==> src/rtl/main_fsm.sv <==
// main_fsm: multicycle RV32I control sequencer driving the shared datapath selects and strobes.
module main_fsm (
    input  logic       clk,
    input  logic       rst,
    input  logic [6:0] op,
    input  logic       zero,
    input  logic       mem_ready,
    output logic       PCWrite,
    output logic       AdrSrc,
    output logic       IRWrite,
    output logic       MemWrite,
    output logic       RegWrite,
    output logic [1:0] ResultSrc,
    output logic [1:0] ALUSrcA,
    output logic [1:0] ALUSrcB,
    output logic [1:0] ALUOp,
    output logic       illegal,
    output logic [3:0] state
);
    localparam logic [6:0] OP_LW = 7'b0000011, OP_SW = 7'b0100011, OP_R = 7'b0110011,
                           OP_I = 7'b0010011, OP_BEQ = 7'b1100011, OP_JAL = 7'b1101111;
    typedef enum logic [3:0] {
        FETCH = 4'd0, DECODE = 4'd1, MEMADR = 4'd2, MEMREAD = 4'd3, MEMWB = 4'd4, MEMWRITE = 4'd5,
        EXECUTER = 4'd6, EXECUTEI = 4'd7, ALUWB = 4'd8, BEQ = 4'd9, JAL = 4'd10
    } state_t;
    state_t s;
    logic pc_update, branch;
    always_ff @(posedge clk) begin
        if (rst) s <= FETCH;
        else case (s)
            FETCH:    s <= mem_ready ? DECODE : FETCH;
            DECODE: case (op)
                OP_LW, OP_SW: s <= MEMADR;
                OP_R:         s <= EXECUTER;
                OP_I:         s <= EXECUTEI;
                OP_BEQ:       s <= BEQ;
                OP_JAL:       s <= JAL;
                default:      s <= FETCH;
            endcase
            MEMADR:   s <= (op == OP_LW) ? MEMREAD : MEMWRITE;
            MEMREAD:  s <= mem_ready ? MEMWB : MEMREAD;
            MEMWRITE: s <= mem_ready ? FETCH : MEMWRITE;
            EXECUTER, EXECUTEI, JAL: s <= ALUWB;
            default:  s <= FETCH;
        endcase
    end
    always_comb begin
        pc_update = 1'b0;
        branch    = 1'b0;
        AdrSrc    = 1'b0;
        IRWrite   = 1'b0;
        MemWrite  = 1'b0;
        RegWrite  = 1'b0;
        ResultSrc = 2'b00;
        ALUSrcA   = 2'b00;
        ALUSrcB   = 2'b00;
        ALUOp     = 2'b00;
        illegal   = 1'b0;
        if (!rst) case (s)
            FETCH: begin
                ALUSrcB   = 2'b10;
                ResultSrc = 2'b10;
                IRWrite   = mem_ready;
                pc_update = mem_ready;
            end
            DECODE: begin
                ALUSrcA = 2'b01;
                ALUSrcB = 2'b01;
                illegal = !(op inside {OP_LW, OP_SW, OP_R, OP_I, OP_BEQ, OP_JAL});
            end
            MEMADR: begin
                ALUSrcA = 2'b10;
                ALUSrcB = 2'b01;
            end
            MEMREAD: AdrSrc = 1'b1;
            MEMWB: begin
                ResultSrc = 2'b01;
                RegWrite  = 1'b1;
            end
            MEMWRITE: begin
                AdrSrc   = 1'b1;
                MemWrite = 1'b1;
            end
            EXECUTER: begin
                ALUSrcA = 2'b10;
                ALUOp   = 2'b10;
            end
            EXECUTEI: begin
                ALUSrcA = 2'b10;
                ALUSrcB = 2'b01;
                ALUOp   = 2'b10;
            end
            ALUWB: RegWrite = 1'b1;
            BEQ: begin
                ALUSrcA = 2'b10;
                ALUOp   = 2'b01;
                branch  = 1'b1;
            end
            JAL: begin
                ALUSrcA   = 2'b01;
                ALUSrcB   = 2'b10;
                pc_update = 1'b1;
            end
            default: ;
        endcase
        PCWrite = pc_update | (branch & zero);
    end
    assign state = rst ? 4'd0 : s;
endmodule

==> config.mk <==
export PLATFORM = sky130hd
export DESIGN_NAME = main_fsm
export DESIGN_NICKNAME = d
export VERILOG_FILES = /design/src/rtl/main_fsm.sv
export SDC_FILE = /design/constraint.sdc
export NUM_CORES = 1
export LEC_CHECK = 0
export CAP_MARGIN = 10
export CORE_MARGIN = 4
export CORE_UTILIZATION = 38
export DETAILED_ROUTE_END_ITERATION = 12
export PLACE_DENSITY = 0.8
export SYNTH_ARGS = -nofsm -noshare
export SYNTH_HDL_FRONTEND = slang
export SYNTH_SLANG_ARGS = --single-unit
export TNS_END_PERCENT = 1
==> constraint.sdc <==
create_clock -name clk -period 4.1 [get_ports clk]
set_input_delay 0.82 -clock clk [delete_from_list [all_inputs] [get_ports clk]]
set_output_delay 0.82 -clock clk [all_outputs]
set_load 0.05 [all_outputs]
==> flow_summary.rst, run 1 <==
.. list-table::
   :header-rows: 1

   * - Metric
     - Value
   * - Outcome
     - completed
   * - Number of standard cells in the final layout excluding fillers
     - 129
   * - Clock tree skew after final layout
     - 2.69 ps
   * - Number of placement rows
     - 14
   * - Total congestion overflow after global routing
     - 0
   * - Number of sinks driven by the clock tree
     - 4
   * - Hpwl dp
     - 1.31 mm
   * - Setup Buffers After CTS
     - 0
   * - Netlist area before placement
     - 611 um2
   * - Final net count
     - 126
   * - Synthesized instance count
     - 88
   * - Cell area power density
     - 170 nW/um2
   * - Final period util
     - 0.903
   * - Largest fanout of any net on the critical path
     - 13
   * - Crit end category
     - output pin
   * - Most used flip-flop cell after synthesis
     - sky130_fd_sc_hd__dfxtp_1
   * - Routed wire length per instance
     - 12.7 um
   * - Number of port buffers
     - 28
   * - Count of cells along the worst hold path
     - 2
   * - Number of flops mapped to enable cells by yosys
     - 0
   * - Synth-to-layout area growth
     - 46.3%
   * - Area fraction of the dominant cell type after synthesis
     - 0.131
   * - Initial DRT Pass Iterations
     - 4
   * - Critical path class
     - in -> out
   * - Hold Fails Final Rpt
     - 0
   * - Hold path startpoint
     - s[1]
   * - Setup repair after global routing missed its margin
     - false
   * - Share of the core filled with cells in the final layout
     - 0.593
   * - Vias per inst
     - 5.61
   * - Busiest layer in global routing
     - met2
   * - Async S/R FF share, synth
     - 0
   * - Met3 usage
     - 0.0338
   * - Pre-CTS setup slack
     - 397 ps
   * - Final routed wirelength across all metal layers
     - 1.64 mm
   * - Leakage power of the design
     - 0.316 nW
   * - Number of cells after detailed placement
     - 126
   * - Most numerous cell types in the synthesized netlist
     - sky130_fd_sc_hd__nor2_1 (13), sky130_fd_sc_hd__a21oi_1 (8), sky130_fd_sc_hd__nand2_1 (5), sky130_fd_sc_hd__nand2b_1 (5), sky130_fd_sc_hd__nor3_1 (5)
   * - Capture instance of the worst register-to-register path
     - s[0]
   * - Slack of the worst reg-to-reg path
     - 2490 ps
   * - Total die area
     - 2310 um2
   * - Die Wd
     - 48.1 um
   * - Rel. slew slack
     - 0.583
   * - IO Pins
     - 29
   * - Diode insertion count for antenna repair
     - 0
   * - TNS Setup
     - 0 ps
   * - Final Max Tran Viols
     - 0
   * - Number of antenna violations at the first check in global routing
     - 0
   * - Max-Cap Viols
     - 0
   * - Worst reg2reg path startpoint
     - s[0]
   * - Number of flip-flops in the largest register
     - 4
   * - Slew at the pin closest to its max-slew limit
     - 625 ps
   * - Required arrival time at the worst endpoint
     - 3280 ps
   * - TritonCTS clock tree
     - done
   * - Register with the highest flop count
     - s
   * - Number of buffers and inverters on the critical path
     - 3
   * - Pin count of the biggest net entering global routing
     - 18
   * - Sort of element at the start of the critical path
     - primary input
   * - Maximum level of the CTS H-tree
     - 1
   * - Remaining routing DRC violations
     - 0
   * - Nets in the synthesized netlist
     - 99
   * - Largest registers
     - s (4)
   * - Routing usage on met2
     - 0.266
   * - Final total power
     - 0.152 mW
   * - Biggest area contributors in the synthesized netlist
     - sky130_fd_sc_hd__dfxtp_1 (13%), sky130_fd_sc_hd__nor2_1 (8.0%), sky130_fd_sc_hd__a21oi_1 (6.6%)
   * - GR Util All Layers
     - 0.157
   * - Portion of the post-synthesis area used by sequential elements
     - 0.131
   * - Top achievable clock speed
     - 0.270 GHz
   * - Most repeated library cell on the critical path
     - sky130_fd_sc_hd__clkdlybuf4s50_1
   * - Max rail drop VDD
     - 0.124 mV
   * - Worst hold path class
     - reg -> reg
   * - Via count
     - 724
   * - Cell with the largest stage delay on the worst path
     - sky130_fd_sc_hd__clkdlybuf4s50_1
   * - Mapped Avg Cell Area
     - 6.94 um2
   * - Hold bufs inserted after CTS
     - 0
   * - Netlist cell types
     - 41
   * - Post-CTS resize count
     - 0
   * - Final antenna-violating net count
     - 0
   * - CTS clock-pin slew for the worst setup and hold paths
     - 40 ps
   * - Gp weighted congestion
     - 0.816
   * - Number of design-rule violations left by the first detailed-router iteration
     - 13
   * - Initial core utilization
     - 0.405
   * - Number of register bits inferred by synthesis
     - 4
   * - Cts bufs inserted
     - 3
   * - Max clock buf depth
     - 2
   * - Library cell occupying the most area in the post-synthesis netlist
     - sky130_fd_sc_hd__dfxtp_1
   * - Count of endpoints failing setup in the final report
     - 0
   * - Yosys warning total
     - 0
   * - Area of the core
     - 1510 um2
   * - GRT met1 Usage
     - 0.203
   * - Share of cells above drive strength 1
     - 0.142
   * - Biggest cell delay along the critical path
     - 880 ps
   * - Vias in the first global route
     - 610
   * - CP Cell Sequence
     - clkdlybuf4s50_1 -> buf_4 -> nor4_1 -> clkdlybuf4s50_1
   * - WHS Endpoint
     - s[3]
   * - CTS Root Cell
     - sky130_fd_sc_hd__clkbuf_4
   * - Shortest clock period the worst path allows after layout
     - 3700 ps
   * - Crit path max-delay family
     - buffers and inverters
   * - First-pass GRT wire length
     - 2.64 mm
   * - Die height
     - 48.1 um
   * - Crit path setup slack, layout
     - 399 ps
   * - R2r worst-path depth
     - 4
   * - Clock latency reported for the late side of the worst-skew pair
     - 230 ps
   * - CP Data Arrival Time
     - 2880 ps
   * - Most numerous cell in the Yosys netlist
     - sky130_fd_sc_hd__nor2_1
[layout make-up]
class | instances | area (um2)
Multi-Input combinational cell | 75 | 483
Tap cell | 16 | 20.0
Inverter | 2 | 7.51
Timing Repair Buffer | 29 | 280
Sequential cell | 4 | 80.1
Fill cell | 147 | 613
Clock buffer | 3 | 22.5
[worst max path at each step]
stage | endpoint | startpoint | depth (start not counted) | slack [ps]
2_1_floorplan | illegal | op[6] | 3 | 580
3_3_place_gp | illegal | op[4] | 5 | 450
3_5_place_dp | ALUSrcB[1] | rst | 4 | 400
4_1_cts | ALUSrcB[1] | rst | 4 | 390
5_1_grt | ALUSrcB[1] | rst | 4 | 270
6_report | ALUSrcB[1] | rst | 4 | 400
[placed cells by master, fill, tap and decap left out, types with 2 or more instances in the layout]
cell,instances
sky130_fd_sc_hd__nor4_1,3
sky130_fd_sc_hd__nor2b_1,3
sky130_fd_sc_hd__nor3_2,2
sky130_fd_sc_hd__clkdlybuf4s50_1,25
sky130_fd_sc_hd__clkbuf_4,3
sky130_fd_sc_hd__a21oi_1,8
sky130_fd_sc_hd__or3_1,2
sky130_fd_sc_hd__o21ai_0,2
sky130_fd_sc_hd__buf_4,4
sky130_fd_sc_hd__nand3_1,3
sky130_fd_sc_hd__dfxtp_1,4
sky130_fd_sc_hd__xnor2_1,2
sky130_fd_sc_hd__nor3_1,5
sky130_fd_sc_hd__nand2b_1,5
sky130_fd_sc_hd__nor2_1,13
sky130_fd_sc_hd__nand2_1,5
[routing by layer]
layer	part of all wire	vias up
met2	0.49	37
met3	0.077	2
met1	0.43	315
met4	0.0061	0
met5	0	-
li1	-	370
[worst reg2reg max path, stage by stage (launching register included)]
cell and delay, ps:
sky130_fd_sc_hd__dfxtp_1 560, sky130_fd_sc_hd__nor2b_4 290, sky130_fd_sc_hd__nand2_2 80, sky130_fd_sc_hd__or3_1 370, sky130_fd_sc_hd__a211oi_2 220
[stage by stage]
step | hold WS (ps) | area (um2)
2_1_floorplan | 595 | 611
3_3_place_gp | 671 | 871
3_5_place_dp | 667 | 871
4_1_cts | 669 | 893
5_1_grt | 706 | 893
6_report | 675 | 893
[cells by family after synthesis]
group	count (synthesis)	synth area share
AND/OR/NAND/NOR	51	0.512
flip-flops	4	0.131
AO/OA/AOI/OAI	20	0.217
buffers and inverters	9	0.0779
XOR/XNOR	3	0.0430
multiplexers	1	0.0184
[report_power, final]
part,switching (mW),internal [mW]
Clock,0.0158,0.0327
Sequential,0.00261,0.0399
Combinational,0.0352,0.0260
Total,0.0536,0.0986
Note: power is estimated with default switching activity, not from simulation.
==> run 2: changes to the inputs <==
--- a/config.mk
+++ b/config.mk
@@ -6,10 +6,12 @@
 export NUM_CORES = 1
 export LEC_CHECK = 0
 export CAP_MARGIN = 10
+export CELL_PAD_IN_SITES_DETAIL_PLACEMENT = 1
+export CELL_PAD_IN_SITES_GLOBAL_PLACEMENT = 2
 export CORE_MARGIN = 4
-export CORE_UTILIZATION = 38
+export CORE_UTILIZATION = 22
 export DETAILED_ROUTE_END_ITERATION = 12
-export PLACE_DENSITY = 0.8
+export PLACE_DENSITY = 0.89
 export SYNTH_ARGS = -nofsm -noshare
 export SYNTH_HDL_FRONTEND = slang
 export SYNTH_SLANG_ARGS = --single-unit
==> flow_summary.rst, run 2 (synthesis gave the netlist of run 1 again) <==
.. list-table::
   :header-rows: 1

   * - Metric
     - Value
   * - Via count
     - 711 (-1.8%)
   * - Multi-input combinational cell area
     - 483 um2 (unchanged)
   * - Post-CTS resize count
     - 0 (unchanged)
   * - Max rail drop VDD
     - 0.0717 mV (-42%)
   * - Count of endpoints failing setup in the final report
     - 0 (unchanged)
   * - Shortest clock period the worst path allows after layout
     - 3580 ps (-123 ps)
   * - Rel. slew slack
     - 0.559 (-0.0239)
   * - First-pass GRT wire length
     - 3.23 mm (+23%)
   * - Final Max Tran Viols
     - 0 (unchanged)
   * - Total congestion overflow after global routing
     - 0 (unchanged)
   * - Cell area power density
     - 168 nW/um2 (-1.1%)
   * - Maximum level of the CTS H-tree
     - 1 (unchanged)
   * - Register with the highest flop count
     - s
   * - TNS Setup
     - 0 ps (unchanged)
   * - Final antenna-violating net count
     - 0 (unchanged)
   * - Diode insertion count for antenna repair
     - 0 (unchanged)
   * - Number of port buffers
     - 28 (unchanged)
   * - Slack of the worst reg-to-reg path
     - 2490 ps (about the same)
   * - Leakage power of the design
     - 0.320 nW (+1.2%)
   * - Setup Buffers After CTS
     - 0 (unchanged)
   * - Fillcell total
     - 339 (+130%)
   * - CTS Root Cell
     - sky130_fd_sc_hd__clkbuf_4
   * - Clock tree skew after final layout
     - 0.0381 ps (-2.65 ps)
   * - Slew at the pin closest to its max-slew limit
     - 660 ps (+35.9 ps)
   * - Crit end category
     - output pin
   * - Endpoint of the most critical setup path
     - ALUOp[1]
   * - Hold bufs inserted after CTS
     - 0 (unchanged)
   * - Sort of element at the start of the critical path
     - primary input
   * - Leading cell type in the layout, fill and taps excluded
     - sky130_fd_sc_hd__clkdlybuf4s50_1
   * - Vias in the first global route
     - 734 (+20%)
   * - Hpwl dp
     - 1.57 mm (+20%)
   * - Sequential Area
     - 80.1 um2 (unchanged)
   * - Die height
     - 60.7 um (+26%)
   * - Share of cells above drive strength 1
     - 0.159 (+0.0177)
   * - R2r worst-path depth
     - 4 (unchanged)
   * - Final net count
     - 126 (unchanged)
   * - Worst setup path startpoint
     - rst
   * - Worst hold path class
     - reg -> reg
   * - Top achievable clock speed
     - 0.279 GHz (+3.4%)
   * - Die Wd
     - 60.7 um (+26%)
   * - Synth-to-layout area growth
     - 48.4%
   * - CTS clock-pin slew for the worst setup and hold paths
     - 40 ps (about the same)
   * - Number of placement rows
     - 18 (+4)
   * - Required arrival time at the worst endpoint
     - 3280 ps (about the same)
   * - Largest registers
     - s (4)
   * - TritonCTS clock tree
     - done
   * - Cts bufs inserted
     - 3 (unchanged)
   * - Number of sinks driven by the clock tree
     - 4 (unchanged)
   * - Vias per inst
     - 4.97 (-11%)
   * - Setup repair after global routing missed its margin
     - false
   * - Number of antenna violations at the first check in global routing
     - 0 (unchanged)
   * - Outcome
     - completed
   * - GR Util All Layers
     - 0.112 (-0.0445)
   * - Final period util
     - 0.873 (-0.0300)
   * - Area of the core
     - 2570 um2 (+70%)
   * - Max clock buf depth
     - 2 (unchanged)
   * - Max-Cap Viols
     - 0 (unchanged)
   * - Critical path class
     - in -> out
   * - Final total power
     - 0.153 mW (+0.27%)
   * - CP Data Arrival Time
     - 2760 ps (-120 ps)
   * - IO Pins
     - 29 (unchanged)
   * - Leading cell types in the layout, fill and taps excluded
     - sky130_fd_sc_hd__clkdlybuf4s50_1 (23), sky130_fd_sc_hd__nor2_1 (13), sky130_fd_sc_hd__a21oi_1 (8)
   * - Clock latency reported for the late side of the worst-skew pair
     - 230 ps (about the same)
   * - Final routed wirelength across all metal layers
     - 1.95 mm (+19%)
   * - Number of flip-flops in the largest register
     - 4 (unchanged)
   * - Total die area
     - 3680 um2 (+59%)
   * - Number of design-rule violations left by the first detailed-router iteration
     - 22 (+9)
   * - Gp weighted congestion
     - 0.750 (-8.1%)
   * - Worst reg2reg path startpoint
     - s[0]
   * - Remaining routing DRC violations
     - 0 (unchanged)
   * - Initial DRT Pass Iterations
     - 4 (unchanged)
   * - Largest fanout of any net on the critical path
     - 12 (-1)
   * - Hold Fails Final Rpt
     - 0 (unchanged)
   * - Pin count of the biggest net entering global routing
     - 18 (unchanged)
   * - Routed wire length per instance
     - 13.6 um (+7.1%)
   * - Capture instance of the worst register-to-register path
     - s[0]
   * - Initial core utilization
     - 0.238 (-0.167)
==> run 2: metal layers <==
metal / wire [um] / track usage / vias up / part of all wire
li1: - / - / 365 / -
met1: 922 / 0.146 / 329 / 0.47
met2: 938 / 0.191 / 17 / 0.48
met3: 84 / 0.0149 / 0 / 0.043
met4: 0 / 0.0372 / 0 / 0
met5: 0 / 0 / - / 0
==> run 2: layout make-up <==
class / count / area share
timing repair buffer: 29 / 0.304
sequential: 4 / 0.0884
clock buffer: 3 / 0.0249
multi-input combinational: 75 / 0.533
inverter: 2 / 0.00829
tap: 30 / 0.0414
==> run 2: report_power, final <==
| part | total [mW] | leakage, nW | internal (mW) | switching [mW] |
|---|---|---|---|---|
| Clock | 0.0486 | 0.0138 | 0.0327 | 0.0159 |
| Combinational | 0.0615 | 0.274 | 0.0258 | 0.0357 |
| Sequential | 0.0425 | 0.0325 | 0.0399 | 0.00262 |
| Total | 0.153 | 0.320 | 0.0984 | 0.0542 |
==> run 2: worst min path at each step <==
stage | start | end | slack (ps) | depth (start not counted)
6_report | s[1] | s[3] | 690 | 2
5_1_grt | s[1] | s[3] | 730 | 2
4_1_cts | s[1] | s[3] | 690 | 2
3_5_place_dp | s[1] | s[3] | 690 | 2
3_3_place_gp | s[1] | s[3] | 700 | 2
2_1_floorplan | s[0] | s[3] | 600 | 3
==> run 2: critical path: stages <==
cell and delay [ps]:
sky130_fd_sc_hd__clkdlybuf4s50_1 630, sky130_fd_sc_hd__nor2b_1 340, sky130_fd_sc_hd__nor2b_1 170, sky130_fd_sc_hd__clkdlybuf4s50_1 800
==> run 2: through the flow <==
step / cell area [um2] / setup WS, ps / hold WS, ps / std cells / utilization
2_1_floorplan: 611 / 584 / 595 / 88 / -
6_report: 906 / 522 / 694 / 143 / 0.353
3_5_place_dp: 883 / 537 / 690 / 140 / 0.344
5_1_grt: 906 / 415 / 734 / 143 / 0.353
4_1_cts: 906 / 538 / 693 / 143 / 0.353
3_3_place_gp: 883 / 557 / 699 / 140 / 0.344
